**config.mk**
```make
export PLATFORM = sky130hd
export DESIGN_NAME = update_knn_acc_topk
export DESIGN_NICKNAME = d
export VERILOG_FILES = /design/src/rtl/knn_pkg.sv /design/src/rtl/knn_topk_insert.sv /design/src/rtl/update_knn_acc_topk.sv
export SDC_FILE = /design/constraint.sdc
export NUM_CORES = 1
export LEC_CHECK = 0
export CAP_MARGIN = 20
export CORE_MARGIN = 3
export CORE_UTILIZATION = 55
export DETAILED_ROUTE_END_ITERATION = 8
export DONT_BUFFER_PORTS = 1
export GPL_ROUTABILITY_DRIVEN = 0
export HOLD_SLACK_MARGIN = 0.02
export PLACE_DENSITY = 0.73
export SKIP_CTS_REPAIR_TIMING = 1
export SYNTH_ARGS = -nofsm -noshare
export SYNTH_HDL_FRONTEND = slang
export SYNTH_HIERARCHICAL = 1
export SYNTH_SLANG_ARGS = --single-unit
```
**constraint.sdc**
```tcl
create_clock -name clk -period 3.5 [get_ports clk]
set_input_delay 0.7 -clock clk [delete_from_list [all_inputs] [get_ports clk]]
set_output_delay 0.7 -clock clk [all_outputs]
set_load 0.05 [all_outputs]
```
**src/rtl/knn_pkg.sv**
```systemverilog
// Shared types, default widths and saturating add for the KNN distance/top-K datapath.
package knn_pkg;

  localparam int PROD_WIDTH_DEF  = 32;
  localparam int SUM_WIDTH_DEF   = 40;
  localparam int K_DEF           = 3;
  localparam int LABEL_WIDTH_DEF = 4;

  localparam logic [SUM_WIDTH_DEF-1:0] EMPTY_DIST = '1;

  typedef enum logic {
    S_ACC = 1'b0,
    S_INS = 1'b1
  } knn_state_e;

  // Operands are zero-extended to 64 bits; the result clamps at max (widths below 64).
  function automatic logic [63:0] sat_add(input logic [63:0] a,
                                          input logic [63:0] b,
                                          input logic [63:0] max);
    logic [64:0] s;
    s = {1'b0, a} + {1'b0, b};
    if (s > {1'b0, max}) return max;
    else                 return s[63:0];
  endfunction

endpackage

```
**src/rtl/knn_topk_insert.sv**
```systemverilog
// Combinational K-way compare/shift network: inserts (dist_new, lab_new) into a sorted list.
module knn_topk_insert
  import knn_pkg::*;
#(
  parameter int K           = K_DEF,
  parameter int SUM_WIDTH   = SUM_WIDTH_DEF,
  parameter int LABEL_WIDTH = LABEL_WIDTH_DEF
) (
  input  logic [K*SUM_WIDTH-1:0]   list_dist,
  input  logic [K*LABEL_WIDTH-1:0] list_label,
  input  logic [SUM_WIDTH-1:0]     dist_new,
  input  logic [LABEL_WIDTH-1:0]   lab_new,
  output logic [K*SUM_WIDTH-1:0]   nxt_dist,
  output logic [K*LABEL_WIDTH-1:0] nxt_label
);

  logic [K-1:0]                   lt;
  logic [K:0]                     lt_ext;
  logic [(K+1)*SUM_WIDTH-1:0]     dist_ext;
  logic [(K+1)*LABEL_WIDTH-1:0]   label_ext;

  // Strict compare keeps ties behind existing entries; the list is sorted so lt is a
  // thermometer and the insertion point is where it first rises.
  always_comb begin
    for (int i = 0; i < K; i++) begin
      lt[i] = dist_new < list_dist[i*SUM_WIDTH +: SUM_WIDTH];
    end
  end

  // Extended vectors place entry i-1 at slot i so the shift source needs no i==0 special case.
  assign lt_ext    = {lt, 1'b0};
  assign dist_ext  = {list_dist, dist_new};
  assign label_ext = {list_label, lab_new};

  always_comb begin
    nxt_dist  = list_dist;
    nxt_label = list_label;
    for (int i = 0; i < K; i++) begin
      if (lt[i]) begin
        if (lt_ext[i]) begin
          nxt_dist[i*SUM_WIDTH +: SUM_WIDTH]       = dist_ext[i*SUM_WIDTH +: SUM_WIDTH];
          nxt_label[i*LABEL_WIDTH +: LABEL_WIDTH]  = label_ext[i*LABEL_WIDTH +: LABEL_WIDTH];
        end else begin
          nxt_dist[i*SUM_WIDTH +: SUM_WIDTH]       = dist_new;
          nxt_label[i*LABEL_WIDTH +: LABEL_WIDTH]  = lab_new;
        end
      end
    end
  end

endmodule

```
**src/rtl/update_knn_acc_topk.sv**
```systemverilog
// Accumulates product terms into per-sample distances and keeps the K smallest with labels.
//
//   state | meaning
//   S_ACC | summing product terms; in_rdy high
//   S_INS | one bubble cycle: dist_new inserted into the top-K list, upd_done pulses after
module update_knn_acc_topk
  import knn_pkg::*;
#(
  parameter int PROD_WIDTH  = PROD_WIDTH_DEF,
  parameter int SUM_WIDTH   = SUM_WIDTH_DEF,
  parameter int K           = K_DEF,
  parameter int LABEL_WIDTH = LABEL_WIDTH_DEF
) (
  input  logic                     clk,
  input  logic                     reset_n,
  input  logic                     ce,
  input  logic                     clear,
  input  logic                     prod_vld,
  input  logic [PROD_WIDTH-1:0]    prod,
  input  logic                     prod_last,
  input  logic [LABEL_WIDTH-1:0]   label_in,
  output logic                     in_rdy,
  output logic [K*SUM_WIDTH-1:0]   topk_dist,
  output logic [K*LABEL_WIDTH-1:0] topk_label,
  output logic                     upd_done
);

  localparam logic [63:0] SUM_MAX = (64'd1 << SUM_WIDTH) - 64'd1;

  knn_state_e               state_q, state_d;
  logic [SUM_WIDTH-1:0]     acc_q, acc_d;
  logic [SUM_WIDTH-1:0]     dist_new_q, dist_new_d;
  logic [LABEL_WIDTH-1:0]   lab_new_q, lab_new_d;
  logic [K*SUM_WIDTH-1:0]   topk_dist_q, topk_dist_d;
  logic [K*LABEL_WIDTH-1:0] topk_label_q, topk_label_d;
  logic                     upd_done_q, upd_done_d;

  logic [K*SUM_WIDTH-1:0]   ins_dist;
  logic [K*LABEL_WIDTH-1:0] ins_label;
  logic [63:0]              sum64;
  logic [SUM_WIDTH-1:0]     sum;

  knn_topk_insert #(
    .K           (K),
    .SUM_WIDTH   (SUM_WIDTH),
    .LABEL_WIDTH (LABEL_WIDTH)
  ) u_insert (
    .list_dist  (topk_dist_q),
    .list_label (topk_label_q),
    .dist_new   (dist_new_q),
    .lab_new    (lab_new_q),
    .nxt_dist   (ins_dist),
    .nxt_label  (ins_label)
  );

  assign sum64 = sat_add({{(64-SUM_WIDTH){1'b0}}, acc_q},
                         {{(64-PROD_WIDTH){1'b0}}, prod},
                         SUM_MAX);
  assign sum   = sum64[SUM_WIDTH-1:0];

  always_comb begin
    state_d      = state_q;
    acc_d        = acc_q;
    dist_new_d   = dist_new_q;
    lab_new_d    = lab_new_q;
    topk_dist_d  = topk_dist_q;
    topk_label_d = topk_label_q;
    upd_done_d   = upd_done_q;
    if (ce) begin
      upd_done_d = 1'b0;
      if (clear) begin
        state_d      = S_ACC;
        acc_d        = '0;
        topk_dist_d  = '1;
        topk_label_d = '0;
      end else begin
        case (state_q)
          S_ACC: begin
            if (prod_vld) begin
              if (prod_last) begin
                dist_new_d = sum;
                lab_new_d  = label_in;
                acc_d      = '0;
                state_d    = S_INS;
              end else begin
                acc_d = sum;
              end
            end
          end
          S_INS: begin
            topk_dist_d  = ins_dist;
            topk_label_d = ins_label;
            upd_done_d   = 1'b1;
            state_d      = S_ACC;
          end
          default: state_d = S_ACC;
        endcase
      end
    end
  end

  always_ff @(posedge clk or negedge reset_n) begin
    if (!reset_n) begin
      state_q      <= S_ACC;
      acc_q        <= '0;
      dist_new_q   <= '1;
      lab_new_q    <= '0;
      topk_dist_q  <= '1;
      topk_label_q <= '0;
      upd_done_q   <= 1'b0;
    end else begin
      state_q      <= state_d;
      acc_q        <= acc_d;
      dist_new_q   <= dist_new_d;
      lab_new_q    <= lab_new_d;
      topk_dist_q  <= topk_dist_d;
      topk_label_q <= topk_label_d;
      upd_done_q   <= upd_done_d;
    end
  end

  assign in_rdy     = (state_q == S_ACC);
  assign topk_dist  = topk_dist_q;
  assign topk_label = topk_label_q;
  assign upd_done   = upd_done_q;

endmodule

```
Word-level counts from Yosys, hierarchy flattened
Index checks and enable logic that the tools add are counted.

storage, ports and cells
  register bits after elaboration = 218
  bits of input ports = 42
  output and inout bits = 134
  logic and storage cells = 54

operators by class
  add/sub/neg operators = 1
  $lt $le $gt $ge = 4
  equal/unequal tests = 1
  muxes and demuxes = 25
  bitwise operators = 2
  reduce and logical (&&, ||, !) cells = 10

operators by type and width
  operator                number
  $mux W40                10
  $mux W120               2
  $lt A40 B40 Y1          3
  $add A40 B32 Y41        1
  $gt A41 B40 Y1 const B  1
  $mux W12                2
  $mux W4                 5
  $reduce_and A3 Y1       4
  $reduce_bool A2 Y1      5
  $mux W1                 5
  $reduce_and A5 Y1       1
  $ne A2 B2 Y1 const B    1
  $not A1 Y1              2
  $pmux W1 S2             1

Longest topological paths before layout
  word-level depth = 7
  mapped depth = 13
  gate-level depth less buffers = 11

Hierarchy
Netlist, hierarchy kept.

by module, submodules not included
  module               instances  cells an instance  area each (um2)  sequential area each (um2)
  update_knn_acc_topk  1          941                10327.4          5655.4
  knn_topk_insert      1          876                5517.8           0.0

Worst setup path after synthesis
OpenSTA, ideal clock, no wires.

  path kind = input to register
  start point = input prod[0]
  end point = register acc_q[34]
  library setup time = 0.124 ns
  arrival time = 2.970 ns
  data required time = 3.376 ns
  path slack = 0.406 ns
  stages = 12
  path buffers = 1
  cell sequence = ha_1 inv_1 fa_1 nor2b_1 o2111ai_1 a21oi_1 o2111ai_1 and2_4 o31ai_4 buf_4 nor2_1 a211o_1

on the way
  longest elaborated chain between the ends = 7

ends and longest elaborated chain
  item                  RTL line                    RTL
  from (decl)           update_knn_acc_topk.sv:19   input logic [PROD_WIDTH-1:0] prod,
  $add A40 B32 Y41 (*)  knn_pkg.sv:21               s = {1'b0, a} + {1'b0, b};
  $gt A41 B40 Y1        knn_pkg.sv:22               if (s > {1'b0, max}) return max;
  $mux W40 (*)          knn_pkg.sv:22
  $mux W40 (*)          update_knn_acc_topk.sv:80   if (prod_last) begin
  $mux W40 (*)          update_knn_acc_topk.sv:79   if (prod_vld) begin
  $mux W40 (*)          update_knn_acc_topk.sv:77   case (state_q)
  $mux W40 (*)          update_knn_acc_topk.sv:71   if (clear) begin
  to (signal assigned)  update_knn_acc_topk.sv:105  acc_q <= '0;
  to (signal assigned)  update_knn_acc_topk.sv:113  acc_q <= acc_d;
  to (decl)             update_knn_acc_topk.sv:31   logic [SUM_WIDTH-1:0] acc_q, acc_d;

Mark *: on every way between the ends. The rest lies on a longest branch, timed or not. The select of a mux whose other input is x is not followed.
A chain may end at the register's enable or synchronous reset.

Final worst setup path
  start point = register dist_new_q[9]
  end point = register topk_label_q[2] (netlist: topk_label[2])

on the way
  longest elaborated chain between the ends = 3

ends and longest elaborated chain
  item                          RTL line                    RTL
  from (decl)                   update_knn_acc_topk.sv:32   logic [SUM_WIDTH-1:0] dist_new_q, dist_new_d;
  from (signal assigned)        update_knn_acc_topk.sv:114  dist_new_q <= dist_new_d;
  $lt A40 B40 Y1                knn_topk_insert.sv:26       lt[i] = dist_new < list_dist[i*SUM_WIDTH +: SUM_WIDTH];
  $reduce_bool A2 Y1 (no line)  n/a
  $reduce_and A3 Y1 (no line)   n/a
  to (signal assigned)          update_knn_acc_topk.sv:117  topk_label_q <= topk_label_d;
  to (decl)                     update_knn_acc_topk.sv:35   logic [K*LABEL_WIDTH-1:0] topk_label_q, topk_label_d;

Every way passes these cells.

==> impl_metrics.prom <==
# TYPE chip_impl_metric gauge
chip_impl_metric{name="placement_rows",unit=""} 61
chip_impl_info{name="crit_path_end_kind",value="flip-flop"} 1
chip_impl_metric{name="num_antenna_cells",unit=""} 0
chip_impl_info{name="synth_top_family_by_area",value="compound AO/OA/AOI/OAI gates"} 1
chip_impl_metric{name="avgRoutedWirePerCell",unit="um"} 21.8
chip_impl_info{name="min_path_type",value="in2async"} 1
chip_impl_metric{name="detailroute.via_count",unit=""} 14700
chip_impl_metric{name="cts.sinks",unit=""} 218
chip_impl_metric{name="worst_ep_required",unit="ns"} 3.90
chip_impl_info{name="worstPathCellList",value="ha_1 -> a21oi_1 -> o21ai_0 -> a221oi_1 -> o21ai_0 -> a21oi_4 -> buf_12 -> mux2_2 -> a22o_1"} 1
chip_impl_metric{name="syn_to_final_growth",unit="%"} 11.8
chip_impl_metric{name="postSynthAreaPerCell",unit="um2"} 8.72
chip_impl_metric{name="hold_violations",unit=""} 0
chip_impl_metric{name="effective_utilization_at_floorplan",unit="%"} 56.4
chip_impl_metric{name="ys.warnings.count",unit=""} 6
chip_impl_info{name="cp-start-kind",value="flip-flop"} 1
chip_impl_metric{name="clkSlewWorstSetupHoldPaths",unit="ns"} 0.06
chip_impl_metric{name="critPathArrivalTime",unit="ns"} 3.59
chip_impl_metric{name="final-max-slew-violation-count",unit=""} 0
chip_impl_info{name="status",value="completed"} 1
chip_impl_metric{name="clock_tree.buffer_depth",unit=""} 3
chip_impl_metric{name="ys_types",unit=""} 76
chip_impl_metric{name="finalSetupTns",unit="ns"} 0
chip_impl_info{name="most-common-layout-cells",value="sky130_fd_sc_hd__nand2_1 (174), sky130_fd_sc_hd__a21oi_1 (171), sky130_fd_sc_hd__o21ai_0 (168), sky130_fd_sc_hd__dfstp_2 (160), sky130_fd_sc_hd__ha_1 (149)"} 1
chip_impl_metric{name="fmax",unit="MHz"} 313
chip_impl_metric{name="ant_nets",unit=""} 0
chip_impl_metric{name="worst_skew_pair.late_latency",unit="ns"} 0.52
chip_impl_metric{name="critPathBufInv",unit=""} 1
chip_impl_metric{name="ys_async_sr_fraction",unit="%"} 100
chip_impl_metric{name="ioPinCount",unit=""} 176
chip_impl_info{name="cts_tree",value="done"} 1
chip_impl_metric{name="tightestPinTransition",unit="ns"} 0.949
chip_impl_metric{name="number_of_antenna_violations_at_the_first_check_in_global_routing",unit=""} 2
chip_impl_metric{name="place.detailed.hpwl",unit="um"} 33500
chip_impl_metric{name="global_route.usage.total",unit="%"} 30.3
chip_impl_metric{name="synth_compound_gate_area_share",unit="%"} 29.5
chip_impl_metric{name="vdd_drop_max",unit="uV"} 281
chip_impl_metric{name="cellPowerDensity",unit="nW/um2"} 427
chip_impl_metric{name="ratio_of_routed_vias_to_standard_cells",unit=""} 6.55
chip_impl_info{name="critical_path_class",value="reg2reg"} 1
chip_impl_metric{name="synth.cell_area",unit="um2"} 15800
chip_impl_metric{name="clockPowerShare",unit="%"} 35.1
chip_impl_info{name="final_common_cell",value="sky130_fd_sc_hd__nand2_1"} 1
chip_impl_metric{name="synthSimpleGateAreaFrac",unit="%"} 11.6
chip_impl_metric{name="grt_start_max_net_pins",unit=""} 219
chip_impl_metric{name="routed_wl",unit="um"} 48800
chip_impl_metric{name="post_synthesis_xor_xnor_area_fraction",unit="%"} 1.16
chip_impl_metric{name="drc_errors",unit=""} 0
chip_impl_metric{name="drt_iter0_drc",unit=""} 1257
chip_impl_info{name="worst_path_most_repeated_cell",value="sky130_fd_sc_hd__o21ai_0"} 1
chip_impl_metric{name="cts_htree_levels",unit=""} 1
chip_impl_metric{name="grt_first_pass_wirelength",unit="um"} 76500
chip_impl_info{name="crit_path_top_delay_cell",value="sky130_fd_sc_hd__dfstp_2"} 1
chip_impl_metric{name="period_share",unit="%"} 91.2
chip_impl_metric{name="multiInputGateArea",unit="um2"} 9170
chip_impl_metric{name="grt_overflow",unit=""} 0
chip_impl_metric{name="numCtsBuffers",unit=""} 25
chip_impl_metric{name="synth.net_count",unit=""} 2009
chip_impl_metric{name="p_sw",unit="mW"} 2.54
chip_impl_metric{name="min_clock_period_post_route",unit="ns"} 3.19
chip_impl_metric{name="critical_path_peak_fanout",unit=""} 78
chip_impl_metric{name="p_leak",unit="nW"} 8.87
chip_impl_metric{name="design.die.area",unit="um2"} 30900
chip_impl_metric{name="post_synth_edffs",unit=""} 0
chip_impl_metric{name="power.switching_fraction",unit="%"} 33.6
chip_impl_metric{name="core_region_area",unit="um2"} 28100
chip_impl_info{name="grt_setup_unrepaired",value="false"} 1
chip_impl_metric{name="synth_adder_area_share",unit="%"} 11.9
chip_impl_metric{name="seq_cells_post_synth",unit=""} 218
chip_impl_metric{name="final_util",unit="%"} 63.0
chip_impl_metric{name="slew_headroom",unit="%"} 36.3
chip_impl_metric{name="final_nets",unit=""} 2031
chip_impl_metric{name="yosysSeqAreaShare",unit="%"} 35.7
chip_impl_metric{name="grt_pass1_vias",unit=""} 13900
chip_impl_info{name="cts_root_buf",value="sky130_fd_sc_hd__clkbuf_16"} 1
chip_impl_info{name="synthFlopType",value="sky130_fd_sc_hd__dfstp_2"} 1
chip_impl_metric{name="post_synth_inst_count",unit=""} 1817
chip_impl_metric{name="muxShareOfSynthArea",unit="%"} 3.28
chip_impl_metric{name="clock_skew_after_layout",unit="ns"} 0.0138
chip_impl_metric{name="sequentialPowerShare",unit="%"} 43.0
chip_impl_metric{name="cap_violations",unit=""} 0
chip_impl_metric{name="power_frac_comb",unit="%"} 21.8
chip_impl_metric{name="number_of_port_buffers",unit=""} 0
chip_impl_info{name="path_delay_family",value="compound AO/OA/AOI/OAI gates"} 1
chip_impl_metric{name="layout-drive-gt1-share",unit="%"} 19.2
chip_impl_metric{name="cell_internal_power",unit="mW"} 5.02
chip_impl_metric{name="vertical_extent_of_the_die",unit="um"} 176
chip_impl_metric{name="sequential_cell_area",unit="um2"} 5660
chip_impl_metric{name="first_drt_pass_iteration_count",unit=""} 5
chip_impl_metric{name="critical-path-max-stage-delay",unit="ns"} 0.63
chip_impl_metric{name="die_w",unit="um"} 176
chip_impl_metric{name="setup_viol",unit=""} 0
chip_impl_metric{name="num-fill-cells",unit=""} 2418
==> layer usage <==
| layer | track usage (%) | wire, um |
|---|---|---|
| met3 | 6.79 | 4460 |
| met1 | 43.4 | 21300 |
| met5 | 0 | 34 |
| met4 | 8.58 | 1460 |
| met2 | 46.3 | 21600 |
==> state kept, by name, summed over array words and instances, names as in the netlist <==
signal	count
upd_done	1
lab_new_q	4
topk_label	12
state_q	1
dist_new_q	40
topk_dist	120
acc_q	40
==> cell families after synthesis <==
| group | after synthesis |
|---|---|
| AOI/OAI and AO/OA | 719 |
| and+or+nand+nor | 395 |
| buffers and inverters | 263 |
| DFF | 218 |
| adders and majority gates | 150 |
| muxes | 51 |
| xor gates and xnor gates | 21 |
==> worst reg2reg max path, delay by kind of cell, from the launching register on <==
kind                       cells  cell delay [ns]
AOI/OAI and AO/OA              6             1.38
adders and majority gates      1             0.28
buffers and inverters          1             0.36
DFF                            1             0.63
muxes                          1             0.43
==> per-stage QoR <==
step / power, mW / instance area (um2) / cells / hold slack (ns) / setup slack, ns
finish: 7.56 / 17700 / 2235 / 0.0632 / 0.308
global route: 7.92 / 17700 / 2235 / 0.0296 / 0.0973
CTS: 7.54 / 17700 / 2234 / -0.135 / 0.337
detailed placement: 4.86 / 16900 / 2189 / 0.420 / 0.0912
global placement: 4.79 / 16900 / 2189 / 0.421 / 0.215
floorplan: 4.29 / 15800 / 1817 / 0.404 / 0.406
==> cell type report <==
cell class	instances	share of cell area, %
clock inverter	13	0.813
multi-input combinational	1336	51.8
timing repair buffer	122	6.06
clock buffer	32	3.85
inverter	136	2.88
tap	378	2.67
sequential	218	31.9
==> Yosys cell counts, drive strengths merged (11+ instances only) <==
cell type    n  area, um2
o211ai      11       87.6
mux2i       44        440
a21oi      175        887
buf         43        267
dfstp      160       4200
ha         149       1860
o21ai      192        961
nand3       62        315
nor2        66        248
a21o        29        218
dfrtp       58       1450
clkbuf      84        315
a31oi       99        619
o22a       123       1080
xnor2       15        131
inv        136        510
nand2      176        663
a22o        14        123
nand4       21        131
==> power by group through the flow <==
stage	Clock [mW]	Sequential, mW	Combinational [mW]
2_1_floorplan	0	3.28	1.01
3_3_place_gp	0	3.26	1.53
3_5_place_dp	0	3.27	1.60
4_1_cts	2.70	3.23	1.61
5_1_grt	2.80	3.28	1.84
6_report	2.66	3.25	1.65
==> final timing paths <==
path                               start            end  slack, ns  cells after the start
min                              reset_n  topk_dist[96]       0.06                      0
min reg2reg                     acc_q[6]       acc_q[6]       0.50                      2
max in group asynchronous        reset_n  topk_label[0]       2.92                      1
min in group clk                      ce        state_q       0.29                      1
max                        dist_new_q[9]  topk_label[2]       0.31                      9
max reg2reg                dist_new_q[9]  topk_label[2]       0.31                      9
No activity file was read; power rests on OpenSTA's default activity.
